### src/rtl/bus_pkg.sv
// Shared types for the data-bus arbiter: transfer type/size encodings and the
// arbiter FSM state.
package bus_pkg;

    typedef enum logic {
        READ  = 1'b0,
        WRITE = 1'b1
    } ttype_e;

    typedef enum logic [1:0] {
        BYTE     = 2'd0,
        HALFWORD = 2'd1,
        WORD     = 2'd2
    } tsize_e;

    typedef enum logic [1:0] {
        IDLE  = 2'd0,
        ISSUE = 2'd1,
        WAIT  = 2'd2
    } arb_state_e;

endpackage

### src/rtl/rr_arbiter.sv
// Combinational round-robin picker: first requester after last_grant, with
// wrap-around. The pointer register is owned by the caller.
module rr_arbiter #(
    parameter int N  = 2,
    parameter int IW = (N > 1) ? $clog2(N) : 1
) (
    input  logic [N-1:0]  req,
    input  logic [IW-1:0] last_grant,
    output logic [N-1:0]  grant,
    output logic [IW-1:0] grant_idx
);

    logic          found;
    logic [IW-1:0] idx;

    always_comb begin
        grant     = '0;
        grant_idx = '0;
        found     = 1'b0;
        idx       = '0;
        // Offsets 1..N visit every master once, ending on last_grant itself.
        for (int i = 1; i <= N; i++) begin
            idx = IW'((int'(last_grant) + i) % N);
            if (!found && req[idx]) begin
                found      = 1'b1;
                grant[idx] = 1'b1;
                grant_idx  = idx;
            end
        end
    end

endmodule

### src/rtl/dbus_arbiter.sv
// Shares one slave bus port between NUM_MASTERS requesters with round-robin
// arbitration, a one-cycle bstart and a completion watchdog.
module dbus_arbiter
    import bus_pkg::*;
#(
    parameter int NUM_MASTERS    = 2,
    parameter int ADDR_W         = 32,
    parameter int DATA_W         = 32,
    parameter int TIMEOUT_CYCLES = 64
) (
    input  logic                          clk,
    input  logic                          rst_n,
    input  logic [NUM_MASTERS-1:0]        m_req,
    input  logic [NUM_MASTERS*ADDR_W-1:0] m_addr,
    input  logic [NUM_MASTERS-1:0]        m_ttype,
    input  logic [NUM_MASTERS*2-1:0]      m_tsize,
    input  logic [NUM_MASTERS*DATA_W-1:0] m_wdata,
    output logic [DATA_W-1:0]             m_rdata,
    output logic [NUM_MASTERS-1:0]        m_done,
    output logic                          m_err,
    output logic                          s_bstart,
    output logic [ADDR_W-1:0]             s_addr,
    output logic                          s_ttype,
    output logic [1:0]                    s_tsize,
    output logic [DATA_W-1:0]             s_wdata,
    input  logic [DATA_W-1:0]             s_rdata,
    input  logic                          s_done,
    output logic                          busy,
    output logic [1:0]                    dbg_state
);

    localparam int IW = (NUM_MASTERS > 1) ? $clog2(NUM_MASTERS) : 1;
    localparam int CW = (TIMEOUT_CYCLES > 0) ? $clog2(TIMEOUT_CYCLES + 1) : 1;
    localparam logic [CW-1:0] TO_LAST = CW'((TIMEOUT_CYCLES > 0) ? TIMEOUT_CYCLES - 1 : 0);

    arb_state_e           state;
    logic [IW-1:0]        owner;
    logic [IW-1:0]        last_grant;
    logic [CW-1:0]        cnt;
    logic [NUM_MASTERS-1:0] win_grant;
    logic [IW-1:0]        win_idx;
    logic                 to_hit;
    logic                 fin;

    rr_arbiter #(
        .N  (NUM_MASTERS),
        .IW (IW)
    ) u_rr (
        .req        (m_req),
        .last_grant (last_grant),
        .grant      (win_grant),
        .grant_idx  (win_idx)
    );

    // s_done always beats a watchdog expiry landing in the same cycle.
    assign to_hit = (TIMEOUT_CYCLES != 0) && (cnt == TO_LAST);
    assign fin    = ((state == ISSUE) && s_done) ||
                    ((state == WAIT) && (s_done || to_hit));

    always_comb begin
        m_done  = '0;
        m_err   = 1'b0;
        m_rdata = '0;
        if (fin) begin
            m_done[owner] = 1'b1;
            m_err         = ~s_done;
            if (s_done) begin
                m_rdata = s_rdata;
            end
        end
    end

    assign busy      = (state != IDLE);
    assign dbg_state = state;

    always_ff @(posedge clk or negedge rst_n) begin
        if (!rst_n) begin
            state      <= IDLE;
            s_bstart   <= 1'b0;
            s_addr     <= '0;
            s_wdata    <= '0;
            s_ttype    <= 1'b0;
            s_tsize    <= '0;
            owner      <= '0;
            last_grant <= IW'(NUM_MASTERS - 1);
            cnt        <= '0;
        end else begin
            s_bstart <= 1'b0;
            case (state)
                IDLE: begin
                    if (|win_grant) begin
                        s_addr   <= m_addr[win_idx*ADDR_W +: ADDR_W];
                        s_wdata  <= m_wdata[win_idx*DATA_W +: DATA_W];
                        s_ttype  <= m_ttype[win_idx];
                        s_tsize  <= m_tsize[win_idx*2 +: 2];
                        owner    <= win_idx;
                        s_bstart <= 1'b1;
                        state    <= ISSUE;
                    end
                end
                ISSUE: begin
                    cnt <= '0;
                    if (fin) begin
                        last_grant <= owner;
                        state      <= IDLE;
                    end else begin
                        state <= WAIT;
                    end
                end
                WAIT: begin
                    if (fin) begin
                        last_grant <= owner;
                        state      <= IDLE;
                    end else begin
                        cnt <= cnt + CW'(1);
                    end
                end
                default: state <= IDLE;
            endcase
        end
    end

endmodule

### config.mk
export PLATFORM = sky130hd
export DESIGN_NAME = dbus_arbiter
export DESIGN_NICKNAME = d
export VERILOG_FILES = /design/src/rtl/bus_pkg.sv /design/src/rtl/rr_arbiter.sv /design/src/rtl/dbus_arbiter.sv
export SDC_FILE = /design/constraint.sdc
export NUM_CORES = 1
export LEC_CHECK = 0
export ABC_AREA = 1
export CORE_AREA = 5 5 115 117
export DETAILED_ROUTE_END_ITERATION = 12
export DIE_AREA = 0 0 120 122
export PLACE_DENSITY_LB_ADDON = 0.1
export SYNTH_ARGS = -nofsm -noshare
export SYNTH_HDL_FRONTEND = slang
export SYNTH_SLANG_ARGS = --single-unit
### constraint.sdc
create_clock -name clk -period 2.95 [get_ports clk]
set_clock_uncertainty 0.1 [all_clocks]
set_input_delay 0.59 -clock clk [delete_from_list [all_inputs] [get_ports clk]]
set_output_delay 0.59 -clock clk [all_outputs]
set_load 0.02 [all_outputs]
==> flow_metrics.py <==
metrics = {
    "status": {
        "status": "completed",
    },
    "routing": {
        "postRouteAntennaNets": 0,
        "firstDrtPassIters": 4,
        "drc": 0,
        "wl_um": 15000,
        "wl_per_cell_um": 16.0,
        "vias": 4524,
        "post_drt_via_cell_ratio": 4.84,
        "drt_iter0_drc": 137,
    },
    "logic_synthesis": {
        "synth_seq_cells": 79,
        "yosysTopAreaCellShare_pct": 47.7,
        "synth.distinct_cells": 22,
        "yosysSeqAreaShare_pct": 48.3,
        "async_reset_ff_share_pct": 100,
        "synth.top_cells.by_count": "nor2_1, nand2_1, nand3_1, dfrtp_1, a31oi_1",
        "synth_edf_count": 0,
        "synth.area.top_cells": "dfrtp_1, a31oi_1, nand3_1, nor2_1, nand2_1",
        "synth.largest_area_cell": "dfrtp_1",
        "synth_nets": 697,
        "netlist_area_mm2": 0.00409,
        "yosysWarnings": 0,
        "syn_area_per_cell_um2": 7.84,
        "synth.most_common_cell": "nor2_1",
        "postSynthCellCount": 522,
        "synthFlopType": "dfrtp_1",
    },
    "worst_setup_path": {
        "critPathArrivalTime_ps": 2130,
        "crit_required_ps": 2260,
        "critPathLaunchType": "input port",
        "critPathCaptureType": "output pin",
        "r2r_cells": 7,
        "critPathKind": "input port to output pin",
        "setup.worst_path.start": "s_done",
        "r2r_start": "dbg_state[0]",
        "cp_max_fo": 14,
    },
    "power_and_ir_drop": {
        "total_power_mw": 6.66,
        "p_leak_nw": 3.13,
        "p_per_area_mw_per_mm2": 919,
        "vdd.ir_drop.worst_mv": 0.348,
    },
    "clocking": {
        "clkTransAtPathRegs_ps": 60,
        "cts-htree-levels": 3,
        "cts_made_buffers": 9,
        "cts.sinks": 79,
        "postCtsSetupBuffers": 0,
        "root_buffer": "clkbuf_16",
        "clock_latency_ps": 330,
        "cts_tree": "done",
        "clock_path_buffers": 2,
    },
    "floorplanning": {
        "std_cell_rows": 41,
        "io_pins": 277,
        "die_w_um": 120,
        "core_mm2": 0.0123,
        "start_util_pct": 33.4,
        "die_area_mm2": 0.0146,
        "dieHeight_um": 122,
    },
    "min_path": {
        "hold_class": "input port to asynchronous set/reset pin",
    },
    "timing": {
        "timing.hold.ws_ps": 161,
        "fmax_ghz": 0.355,
        "rsz0062_at_grt": "false",
        "slew_headroom_pct": 49.9,
        "slew_viol_final": 0,
        "fin_crit_sh_pct": 95.6,
        "hold_violations": 0,
        "setup_viol": 0,
        "worst_pin_slew_ps": 752,
        "min_period_ps": 2820,
        "fin_tns_setup_ps": 0,
    },
    "global_routing": {
        "grt_overflow": 0,
        "grt_usage_pct": 19.9,
        "grt_pass1_wl_um": 23200,
        "grt_pass1_vias": 4538,
        "antenna_found_initial": 0,
        "grt_max_degree": 80,
    },
    "placed_design": {
        "place_congestion": 0.802,
        "port_buffers": 276,
        "dp_hpwl_um": 11200,
        "place_area_mm2": 0.00694,
    },
    "cells_and_area": {
        "area_growth_pct": 77.0,
        "diodes": 0,
        "finalInstanceArea_mm2": 0.00725,
        "nNetsFinal": 954,
        "fillerInstances": 1110,
        "drive_gt1_share_pct": 4.46,
    },
    "run": {
        "cap_violations": 0,
    },
}
-- timing repair --
action | CTS | global route
hold buffers | 0 | 0
setup endpoints to repair | 0 | 2
gates resized for setup | 0 | 2
hold endpoints to repair | 0 | 0
-- cell families (layout without fill, tap and decap cells) --
group | count (synthesis) | count (layout) | share of synthesized area, %
xor gates and xnor gates | 3 | 3 | 0.642
buffers and inverters | 81 | 343 | 9.38
adders and majority gates | 4 | 4 | 1.22
DFF | 79 | 79 | 48.3
and+or+nand+nor | 278 | 278 | 28.7
AOI/OAI and AO/OA | 77 | 77 | 11.7
-- worst max-delay path, cell delays in order --
cell and delay, ps:
clkdlybuf4s50_1 530, o21ai_4 80, buf_4 180, nor2_1 110, clkdlybuf4s50_1 640
-- routing by layer --
layer	wire length, um	GRT usage (%)	up-vias
met5	0	0	-
met4	308	7.16	0
met3	1440	6.31	20
met2	7480	35.8	191
met1	5750	22.0	2070
li1	-	-	2243
-- through the flow --
step | worst slack (ps) | cells | utilization, %
2_1_floorplan | 741 | 522 | -
3_3_place_gp | 166 | 918 | 56.6
3_5_place_dp | 105 | 918 | 56.6
4_1_cts | 11.8 | 934 | 59.1
5_1_grt | 18.9 | 934 | 59.1
6_report | 129 | 934 | 59.1
-- cell usage in the layout, fill, tap and decap left out, types with 3 or more instances in the layout --
master | netlist | layout
a31oi_1 | 67 | 67
buf_12 | 0 | 5
buf_4 | 9 | 6
clkbuf_16 | 0 | 9
clkdlybuf4s50_1 | 0 | 272
clkinv_2 | 0 | 3
dfrtp_1 | 78 | 78
ha_1 | 4 | 4
inv_1 | 41 | 41
nand2_1 | 87 | 87
nand3_1 | 79 | 79
nor2_1 | 105 | 105
o21ai_0 | 5 | 5
o21ai_1 | 4 | 4
-- sequential cells by signal (all words and copies together), names as in the netlist --
register and cells:
s_addr 32, owner 1, s_tsize 2, last_grant 1, s_bstart 1, dbg_state 2, s_ttype 1, cnt 7
s_wdata 32
-- worst paths after layout --
kind / endpoint / slack [ps]
min in group clk: last_grant / 380
min reg2reg: last_grant / 380
max in group asynchronous: last_grant / 2200
max reg2reg: s_wdata[19] / 1030
max: m_rdata[27] / 130
min: s_addr[13] / 160
-- cell type report --
cell class / count / area, um2 / share of cell area [%]
clock inverters: 6 / 60.1 / 0.829
clock buffers: 10 / 239 / 3.30
multi-input cells: 362 / 1730 / 23.9
inverters: 41 / 154 / 2.12
flip-flops and latches: 79 / 1980 / 27.3
repair buffers: 286 / 2900 / 40.0
well taps: 150 / 188 / 2.59
-- power breakdown --
group	total [mW]	internal (mW)	leakage (nW)	switching (mW)
sequential	1.88	1.60	0.908	0.282
combinational	3.66	1.69	2.07	1.97
clock	1.12	0.674	0.144	0.441
Note: power is estimated with default switching activity, not from simulation.
